==> src/rtl/global_pkg.sv <==
// Project-wide boolean constants.
package global_pkg;
  localparam logic TRUE  = 1'b1;
  localparam logic FALSE = 1'b0;
endpackage

==> src/rtl/uart_pkg.sv <==
// Shared UART types: transmitter states, parity modes, line levels and line-select codes.
package uart_pkg;
  typedef enum logic [2:0] {IDLE, START, DATA, PARITY, STOP} tx_state_e;

  typedef enum logic [1:0] {
    PAR_NONE = 2'b00,
    PAR_EVEN = 2'b01,
    PAR_ODD  = 2'b10
  } parity_mode_e;

  localparam logic LINE_IDLE  = 1'b1;
  localparam logic LINE_START = 1'b0;

  typedef enum logic [1:0] {SEL_IDLE, SEL_START, SEL_DATA, SEL_PAR} line_sel_e;
endpackage

==> src/rtl/uart_baud_gen.sv <==
// Bit-period counter: counts 0..BAUD_DIV-1 and flags the last clock of each bit.
module uart_baud_gen #(
  parameter int BAUD_DIV = 434
) (
  input  logic clk,
  input  logic rst,
  input  logic clear,
  output logic tick
);
  localparam int CW = $clog2(BAUD_DIV);

  logic [CW-1:0] r_cnt;

  assign tick = (r_cnt == CW'(BAUD_DIV - 1));

  always_ff @(posedge clk) begin
    if (!rst || clear) r_cnt <= '0;
    else if (tick)     r_cnt <= '0;
    else               r_cnt <= r_cnt + CW'(1);
  end
endmodule

==> src/rtl/uart_tx_serializer.sv <==
// UART transmitter: valid/ready word intake, start/data/parity/stop framing,
// registered 4-way line select driving the TX pin.
module uart_tx_serializer
  import uart_pkg::*;
  import global_pkg::*;
#(
  parameter int DATA_W    = 8,
  parameter int CLK_FREQ  = 50_000_000,
  parameter int BAUD      = 115200,
  parameter int STOP_BITS = 1
) (
  input  logic              clk,
  input  logic              rst,
  input  logic [DATA_W-1:0] tx_data,
  input  logic [1:0]        parity_mode,
  input  logic              tx_valid,
  output logic              tx_ready,
  output logic              tx_busy,
  output logic              tx_done,
  output logic              tx_out
);
  localparam int BAUD_DIV = CLK_FREQ / BAUD;
  localparam int BCW      = $clog2(DATA_W);

  if (DATA_W < 5 || DATA_W > 9) begin : g_bad_data_w
    $error("uart_tx_serializer: DATA_W must be 5..9");
  end
  if (STOP_BITS < 1 || STOP_BITS > 2) begin : g_bad_stop_bits
    $error("uart_tx_serializer: STOP_BITS must be 1 or 2");
  end
  if (BAUD_DIV < 2) begin : g_bad_baud_div
    $error("uart_tx_serializer: CLK_FREQ/BAUD must be >= 2");
  end

  tx_state_e         r_state, w_state_nxt;
  logic [DATA_W-1:0] r_shift, w_shift_nxt;
  logic [BCW-1:0]    r_bit_cnt, w_bit_cnt_nxt;
  logic              r_par_bit, w_par_bit_nxt;
  logic              r_par_en, w_par_en_nxt;
  logic              r_tx_out, r_ready, r_busy, r_done;
  logic              w_accept, w_tick, w_done_nxt, w_line;
  line_sel_e         w_sel;

  uart_baud_gen #(.BAUD_DIV(BAUD_DIV)) u_baud (
    .clk   (clk),
    .rst   (rst),
    .clear (r_state == IDLE),
    .tick  (w_tick)
  );

  // r_ready is only high in IDLE, so it doubles as the acceptance gate.
  assign w_accept = tx_valid && r_ready;

  always_comb begin
    w_state_nxt   = r_state;
    w_shift_nxt   = r_shift;
    w_bit_cnt_nxt = r_bit_cnt;
    w_par_bit_nxt = r_par_bit;
    w_par_en_nxt  = r_par_en;
    w_done_nxt    = FALSE;
    unique case (r_state)
      IDLE: if (w_accept) begin
        w_state_nxt   = START;
        w_shift_nxt   = tx_data;
        w_bit_cnt_nxt = '0;
        w_par_en_nxt  = (parity_mode == PAR_EVEN) || (parity_mode == PAR_ODD);
        w_par_bit_nxt = (parity_mode == PAR_ODD) ? ~^tx_data : ^tx_data;
      end
      START: if (w_tick) w_state_nxt = DATA;
      DATA: if (w_tick) begin
        w_shift_nxt = r_shift >> 1;
        if (r_bit_cnt == BCW'(DATA_W - 1)) begin
          w_bit_cnt_nxt = '0;
          w_state_nxt   = r_par_en ? PARITY : STOP;
        end else begin
          w_bit_cnt_nxt = r_bit_cnt + BCW'(1);
        end
      end
      PARITY: if (w_tick) w_state_nxt = STOP;
      STOP: if (w_tick) begin
        if (r_bit_cnt == BCW'(STOP_BITS - 1)) begin
          w_state_nxt   = IDLE;
          w_bit_cnt_nxt = '0;
          w_done_nxt    = TRUE;
        end else begin
          w_bit_cnt_nxt = r_bit_cnt + BCW'(1);
        end
      end
      default: w_state_nxt = IDLE;
    endcase
  end

  // Line level is chosen from the next state so tx_out lines up with it.
  always_comb begin
    w_sel = SEL_IDLE;
    unique case (w_state_nxt)
      START:   w_sel = SEL_START;
      DATA:    w_sel = SEL_DATA;
      PARITY:  w_sel = SEL_PAR;
      default: w_sel = SEL_IDLE;
    endcase
    unique case (w_sel)
      SEL_START: w_line = LINE_START;
      SEL_DATA:  w_line = w_shift_nxt[0];
      SEL_PAR:   w_line = w_par_bit_nxt;
      default:   w_line = LINE_IDLE;
    endcase
  end

  always_ff @(posedge clk) begin
    if (!rst) begin
      r_state   <= IDLE;
      r_shift   <= '0;
      r_bit_cnt <= '0;
      r_par_bit <= FALSE;
      r_par_en  <= FALSE;
      r_tx_out  <= LINE_IDLE;
      r_ready   <= FALSE;
      r_busy    <= FALSE;
      r_done    <= FALSE;
    end else begin
      r_state   <= w_state_nxt;
      r_shift   <= w_shift_nxt;
      r_bit_cnt <= w_bit_cnt_nxt;
      r_par_bit <= w_par_bit_nxt;
      r_par_en  <= w_par_en_nxt;
      r_tx_out  <= w_line;
      r_ready   <= (w_state_nxt == IDLE);
      r_busy    <= (w_state_nxt != IDLE);
      r_done    <= w_done_nxt;
    end
  end

  assign tx_ready = r_ready;
  assign tx_busy  = r_busy;
  assign tx_done  = r_done;
  assign tx_out   = r_tx_out;
endmodule

==> config.mk <==
export PLATFORM = sky130hd
export DESIGN_NAME = uart_tx_serializer
export DESIGN_NICKNAME = d
export VERILOG_FILES = /design/src/rtl/global_pkg.sv /design/src/rtl/uart_pkg.sv /design/src/rtl/uart_baud_gen.sv /design/src/rtl/uart_tx_serializer.sv
export SDC_FILE = /design/constraint.sdc
export NUM_CORES = 1
export LEC_CHECK = 0
export ABC_CLOCK_PERIOD_IN_PS = 3500
export CORE_ASPECT_RATIO = 0.75
export CORE_UTILIZATION = 55
export CTS_BUF_LIST = sky130_fd_sc_hd__clkbuf_4 sky130_fd_sc_hd__clkbuf_8
export CTS_CLUSTER_SIZE = 8
export DETAILED_ROUTE_END_ITERATION = 8
export DONT_BUFFER_PORTS = 1
export GPL_TIMING_DRIVEN = 0
export MAX_ROUTING_LAYER = met4
export PLACE_DENSITY_LB_ADDON = 0.08
export SLEW_MARGIN = 20
export SYNTH_ARGS = -nofsm -noshare
export SYNTH_HDL_FRONTEND = slang
export SYNTH_SLANG_ARGS = --single-unit
==> constraint.sdc <==
create_clock -name clk -period 3.5 [get_ports clk]
set_clock_uncertainty 0.1 [all_clocks]
set_input_delay 0.525 -clock clk [delete_from_list [all_inputs] [get_ports clk]]
set_output_delay 0.525 -clock clk [all_outputs]
set_load 0.01 [all_outputs]
==> results of run 1 <==
-- path summary, 6_finish.rpt --
| kind | end | cells past startpoint |
|---|---|---|
| max | r_bit_cnt[1] | 6 |
| min | r_shift[7] | 2 |
| max reg2reg | r_bit_cnt[1] | 6 |
| min reg2reg | r_shift[5] | 2 |
-- flip-flops by register name, summed over array words and instances (netlist names) --
signal,flops
tx_done,1
tx_out,1
r_par_bit,1
r_par_en,1
r_state,3
r_bit_cnt,3
u_baud.r_cnt,9
tx_ready,1
r_shift,8
tx_busy,1
-- synthesized netlist by cell type, types with 3 or more instances --
master,number,area (µm²)
dfxtp_1,29,580.6
nand2_1,18,67.56
nor2_1,13,48.80
xnor2_1,11,96.34
a21oi_1,9,45.04
inv_1,7,26.28
a22oi_1,6,45.04
ha_1,6,75.07
and2_1,4,25.02
nand3_1,4,20.02
o21ai_0,4,20.02
and3_1,3,18.77
clkbuf_1,3,11.26
nand2b_1,3,18.77
nand4_1,3,18.77
nor3_1,3,15.01
o31ai_1,3,22.52
xor2_1,3,26.28
-- power groups by stage --
| stage | Clock (µW) | Sequential (µW) | Combinational [µW] |
|---|---|---|---|
| global route | 232 | 353 | 68.6 |
| CTS | 217 | 351 | 61.5 |
| detailed placement | 0 | 359 | 61.3 |
| finish | 214 | 351 | 61.4 |
| floorplan | 0 | 357 | 51.4 |
| global placement | 0 | 358 | 59.1 |
-- per-layer routing --
layer | GRT usage [%] | share of wire [%] | routed length [µm] | vias to the layer above
met4 | 6.977 | 1.4 | 44 | 0
met2 | 34.73 | 42 | 1274 | 37
met3 | 6.068 | 8.0 | 242 | 7
met1 | 31.23 | 49 | 1483 | 531
met5 | - | 0 | 0 | -
li1 | - | - | - | 597
-- logic make-up after synthesis --
logic type / count (synthesis) / synth area share (%)
adder cells (fa/ha/maj): 6 / 5.008
AO/OA/AOI/OAI: 34 / 16.61
flip-flops: 29 / 38.73
XOR/XNOR: 14 / 8.180
buffers and inverters: 12 / 3.589
AND/OR/NAND/NOR: 68 / 27.88
-- per-stage QoR --
step	cells	area, µm²	worst slack [ns]
finish	205	1602	1.415
global route	205	1602	1.313
CTS	205	1602	1.440
detailed placement	197	1541	1.468
global placement	197	1541	1.533
floorplan	163	1499	1.708
-- worst max-delay path: stages, from the launching register on --
cell       delay (ns)
dfxtp_1          0.38
ha_1             0.20
nand4b_2         0.24
o31a_1           0.35
a311oi_4         0.41
o2111ai_1        0.18
o31ai_1          0.12
-- placed cells by master, fill, tap and decap left out, types with 4 or more instances in the layout --
master,instances
clkbuf_4,8
nor2_1,13
nand3_1,4
a21oi_1,9
inv_1,7
a22oi_1,6
nand2_1,18
dfxtp_1,29
o21ai_0,4
and2_1,4
xnor2_1,11
ha_1,6
-- layout make-up --
cell class                 count  area, µm²
clock buffer                   8      60.06
multi-input combinational    122      864.6
buffer                         5      27.53
sequential                    29      580.6
fill                         213      838.3
inverter                       7      26.28
tap                           34      42.54
==> reports/summary.txt, run 1 <==
Number of synthesized flops with an enable pin -> 0
Final core occ -> 65.64%
Global-route usage over all layers -> 23.30%
Die Span X -> 62.28 µm
Inserted Clock Buffers -> 5
Drt wl/cell -> 14.85 µm
Num rows -> 15
Root buffer cell -> clkbuf_4
Hold Crit Start -> tx_data[7]
Core area -> 2440 µm²
Primary FF master, synth -> dfxtp_1
Final net count -> 189
Die H -> 47.21 µm
Setup TNS -> 0 ns
CP max FO -> 6
Worst skew pair latency -> 0.33 ns
CTS tree -> built
Final hold vios -> 0
Layout cells sized above 1 -> 11.70%
Async S/R FF share, synth -> 0%
Drt pass-1 iters -> 4
Post-Synthesis Cell Area -> 1499 µm²
WS Path Type -> flip-flop to flip-flop
Final Setup Violations -> 0
Ports -> 17
Number of global-route vias before repair -> 1094
Max-slew violation total from the final report -> 0
Peak supply drop -> 205.9 µV
Fin crit share -> 59.58%
DRT Wirelength -> 3.044 mm
DRC Markers -> 0
Global route total overflow -> 0
Starting density of the core -> 61.44%
Net Switching -> 153.0 µW
Least-Margin Pin Slew -> 0.6050 ns
Flops & latches, synth -> 29
Pwr Density -> 391.2 nW/µm²
Routability cong. -> 0.8386
Post-CTS Setup Inserts -> 0
Static Leak -> 0.0006071 µW
Int Pwr -> 473.4 µW
Largest net degree at the start of global routing -> 11
Sequential area share after synthesis -> 38.73%
Status -> completed
R2r setup slk -> 1.41 ns
Logic gate share of total power -> 9.8%
Clock buffer depth -> 2
Max_cap viols -> 0
Worst-path clk slew -> 0.08 ns
Post-CTS sizing -> 0
Clock share of power -> 34.1%
First-pass GRT wire length -> 4.933 mm
Mapped Cells -> 163
FF-to-FF Start -> u_baud.r_cnt[0]
DRT antenna net count -> 0
Sw frac -> 24.43%
Post-DP HPWL -> 2.383 mm
Reg power frac -> 56.1%
Ys Warns -> 0
Worst path arrival time -> 2.21 ns
WHS -> 0.2444 ns
Crit path capture type -> flip-flop
Post-CTS Hold Buffers -> 0
Number of DRC violations after detailed-routing iteration 0 -> 172
Unrepaired setup endpoints after global routing -> no
Total die area -> 2940 µm²
CP startpoint kind -> flip-flop
Port bufs -> 0
Antenna diodes -> 0
Count of cell types in the netlist -> 45
CTS HTree Levels -> 2
Via density -> 5.717
Clock Sinks -> 29
Worst Hold Class -> input pin to flip-flop
Area Growth Syn to Fin -> 6.845%
Final Power -> 626.5 µW
Syn nets -> 182
Tmin final -> 2.085 ns
Slew HR -> 59.58%
Worst setup startpoint -> u_baud.r_cnt[0]
Initial antenna violation count -> 0
Achievable Freq -> 479.5 MHz
Syn_area_per_cell -> 9.196 µm²
CP required -> 3.62 ns
DR vias -> 1172
No activity file was read; power rests on OpenSTA's default activity.
==> run 2, diff against run 1 <==
--- a/config.mk
+++ b/config.mk
@@ -5,7 +5,7 @@
 export SDC_FILE = /design/constraint.sdc
 export NUM_CORES = 1
 export LEC_CHECK = 0
-export ABC_CLOCK_PERIOD_IN_PS = 3500
+export ABC_CLOCK_PERIOD_IN_PS = 1900
 export CORE_ASPECT_RATIO = 0.75
 export CORE_UTILIZATION = 55
 export CTS_BUF_LIST = sky130_fd_sc_hd__clkbuf_4 sky130_fd_sc_hd__clkbuf_8
==> constraint.sdc (replaced) <==
create_clock -name clk -period 1.9 [get_ports clk]
set_clock_uncertainty 0.1 [all_clocks]
set_input_delay 0.285 -clock clk [delete_from_list [all_inputs] [get_ports clk]]
set_output_delay 0.285 -clock clk [all_outputs]
set_load 0.01 [all_outputs]
==> run 2 against run 1 <==
Via count grew 6.0%. Setup slack lost 1.4 ns. Utilization grew 4.9 points. Clock-buffer cell count unchanged. Clock power is 86% higher. Flip-flop and latch count unchanged. Critical path type unchanged. Critical endpoint is now tx_out. Highest routed layer unchanged.
==> reports/summary.txt, run 2 (same netlist as run 1, synthesis figures left out) <==
Final Setup Violations -> 0 (unchanged)
Clock buffer depth -> 2 (unchanged)
Setup ws final -> 0.02510 ns (was 1.415 ns)
Global-route usage over all layers -> 23.64% (was 23.30%)
Ports -> 17 (unchanged)
Final net count -> 196 (was 189)
Root buffer cell -> clkbuf_4 (unchanged)
Max FFs per register -> 9 (unchanged)
Design Area, Final -> 1720 µm² (was 1602 µm²)
Worst skew pair latency -> 0.33 ns (about the same)
Pwr Density -> 678.2 nW/µm² (was 391.2 nW/µm²)
Max-slew violation total from the final report -> 0 (unchanged)
Area Growth Syn to Fin -> 14.77% (was 6.845%)
Crit path capture type -> flip-flop (unchanged)
DR vias -> 1242 (was 1172)
Inserted Clock Buffers -> 5 (unchanged)
Final Power -> 1167 µW (was 626.5 µW)
Unrepaired setup endpoints after global routing -> yes (was no)
Largest net degree at the start of global routing -> 11 (unchanged)
Drt wl/cell -> 15.75 µm (was 14.85 µm)
Commonest non-fill, non-tap cell in the layout -> dfxtp_1 (unchanged)
CTS tree -> built (unchanged)
Largest Register -> u_baud.r_cnt (unchanged)
FF-to-FF Start -> r_bit_cnt[1] (was u_baud.r_cnt[0])
Final hold vios -> 0 (unchanged)
Most frequent cells in the layout -> dfxtp_1 (27), nand2_1 (18), nor2_1 (13) (was dfxtp_1 (29), nand2_1 (18), nor2_1 (13))
DRC Markers -> 0 (unchanged)
Fin crit share -> 98.68% (was 59.58%)
Worst-path clk slew -> 0.08 ns (about the same)
Routability cong. -> 0.8386 (unchanged)
Antenna diodes -> 0 (unchanged)
R2r setup slk -> 0.03 ns (was 1.41 ns)
Global route total overflow -> 0 (unchanged)
Slew HR -> 52.14% (was 59.58%)
Die H -> 47.21 µm (unchanged)
Num rows -> 15 (unchanged)
Least-Margin Pin Slew -> 0.7164 ns (was 0.6050 ns)
Initial antenna violation count -> 0 (unchanged)
CP Buf/Inv Count -> 0 (unchanged)
WHS -> 0.002350 ns (was 0.2444 ns)
Hold path cells -> 2 (unchanged)
DP Worst Slack -> -0.1322 ns (was 1.468 ns)
CP max FO -> 3 (was 6)
Static Leak -> 0.0006650 µW (was 0.0006071 µW)
Number of DRC violations after detailed-routing iteration 0 -> 167 (was 172)
Max_cap viols -> 0 (unchanged)
DRT Wirelength -> 3.340 mm (was 3.044 mm)
Largest stage delay, worst path -> 0.35 ns (was 0.41 ns)
Post-DP HPWL -> 2.383 mm (unchanged)
Critical-path top delay cell -> dfxtp_1 (was a311oi_4)
Hold Crit Start -> tx_data[7] (unchanged)
Worst setup startpoint -> r_bit_cnt[1] (was u_baud.r_cnt[0])
DRT antenna net count -> 0 (unchanged)
CP Depth -> 7 (was 6)
Peak supply drop -> 381.0 µV (was 205.9 µV)
WHS Endpoint -> r_shift[7] (unchanged)
Via density -> 5.858 (was 5.717)
Achievable Freq -> 533.4 MHz (was 479.5 MHz)
Layout cells sized above 1 -> 20.79% (was 11.70%)
Number of global-route vias before repair -> 1105 (was 1094)
Drt pass-1 iters -> 4 (unchanged)
CTS HTree Levels -> 2 (unchanged)
Worst path arrival time -> 1.99 ns (was 2.21 ns)
Die Span X -> 62.28 µm (unchanged)
CP startpoint kind -> flip-flop (unchanged)
First-pass GRT wire length -> 4.988 mm (was 4.933 mm)
Top flop regs -> u_baud.r_cnt x9, r_shift x8 (unchanged)
Core area -> 2440 µm² (unchanged)
CP required -> 2.02 ns (was 3.62 ns)
Worst Hold Class -> input pin to flip-flop (unchanged)
Critical-path cell list -> ha_4 > ha_4 > nor2b_1 > o211ai_1 > o21ai_2 > or2_4 > o21bai_2 (was ha_1 > nand4b_2 > o31a_1 > a311oi_4 > o2111ai_1 > o31ai_1)
Total die area -> 2940 µm² (unchanged)
Placed Area -> 1541 µm² (unchanged)
Status -> completed (unchanged)
WS Path Type -> flip-flop to flip-flop (unchanged)
Tmin final -> 1.875 ns (was 2.085 ns)
Reg2reg path depth -> 7 (was 6)
Most Frequent Cell on Critical Path -> ha_4
Port bufs -> 0 (unchanged)
FF-to-FF End -> tx_out (was r_bit_cnt[1])
Setup TNS -> 0 ns (unchanged)
Clock Sinks -> 29 (unchanged)
Starting density of the core -> 61.44% (unchanged)
Largest delay contributor family on the critical path -> compound AO/OA/AOI/OAI gates (unchanged)
[run 2: changes by cell type in the layout (fill, tap and decap cells not counted), moves of 2 or more]
cell     previous run  this run
ha_1                6         3
buf_4               0         7
dfxtp_1            29        27
dfxtp_2             0         2
ha_4                0         2
[run 2: power by group]
| group | leakage [µW] | switching [µW] | internal [µW] | total [µW] |
|---|---|---|---|---|
| sequential | 0.000236 | 17.7 | 630 | 647 |
| clock | 0.0000368 | 208 | 190 | 398 |
| combinational | 0.000392 | 63.6 | 57.9 | 121 |
[run 2: repair_timing]
action | 4_1_cts | 5_1_grt
resized for setup | 7 | 9
endpoints found under the hold margin | 1 | 0
setup endpoints to repair | 4 | 13
pin swaps | 4 | 5
buffers inserted | 1 | 6
hold buffers | 1 | 0
[run 2: how the worst max path moves through the flow]
| stage | end | slack (ns) |
|---|---|---|
| 2_1_floorplan | tx_out | 0.11 |
| 3_3_place_gp | tx_out | -0.07 |
| 3_5_place_dp | r_bit_cnt[1] | -0.13 |
| 4_1_cts | tx_busy | 0.01 |
| 5_1_grt | tx_busy | -0.04 |
| 6_report | tx_out | 0.03 |
[run 2: final cells by class]
type                       count  area (µm²)
fill                         195       719.4
tap                           34       42.54
sequential                    29       583.1
timing repair buffer           8       62.56
multi-input combinational    122       919.6
buffer                         4       26.28
clock buffer                   8       60.06
inverter                       7       26.28
[run 2: stage by stage]
stage	util, %	std cells
global placement	63.18	197
global route	70.51	212
detailed placement	63.18	197
floorplan	-	163
CTS	67.38	207
finish	70.51	212
[run 2: per-layer routing]
layer / wire length (µm) / GRT usage (%) / up-vias
li1: - / - / 611
met1: 1667 / 31.38 / 585
met2: 1462 / 35.82 / 39
met4: 37 / 6.977 / 0
met5: 0 / - / -
met3: 172 / 6.068 / 7
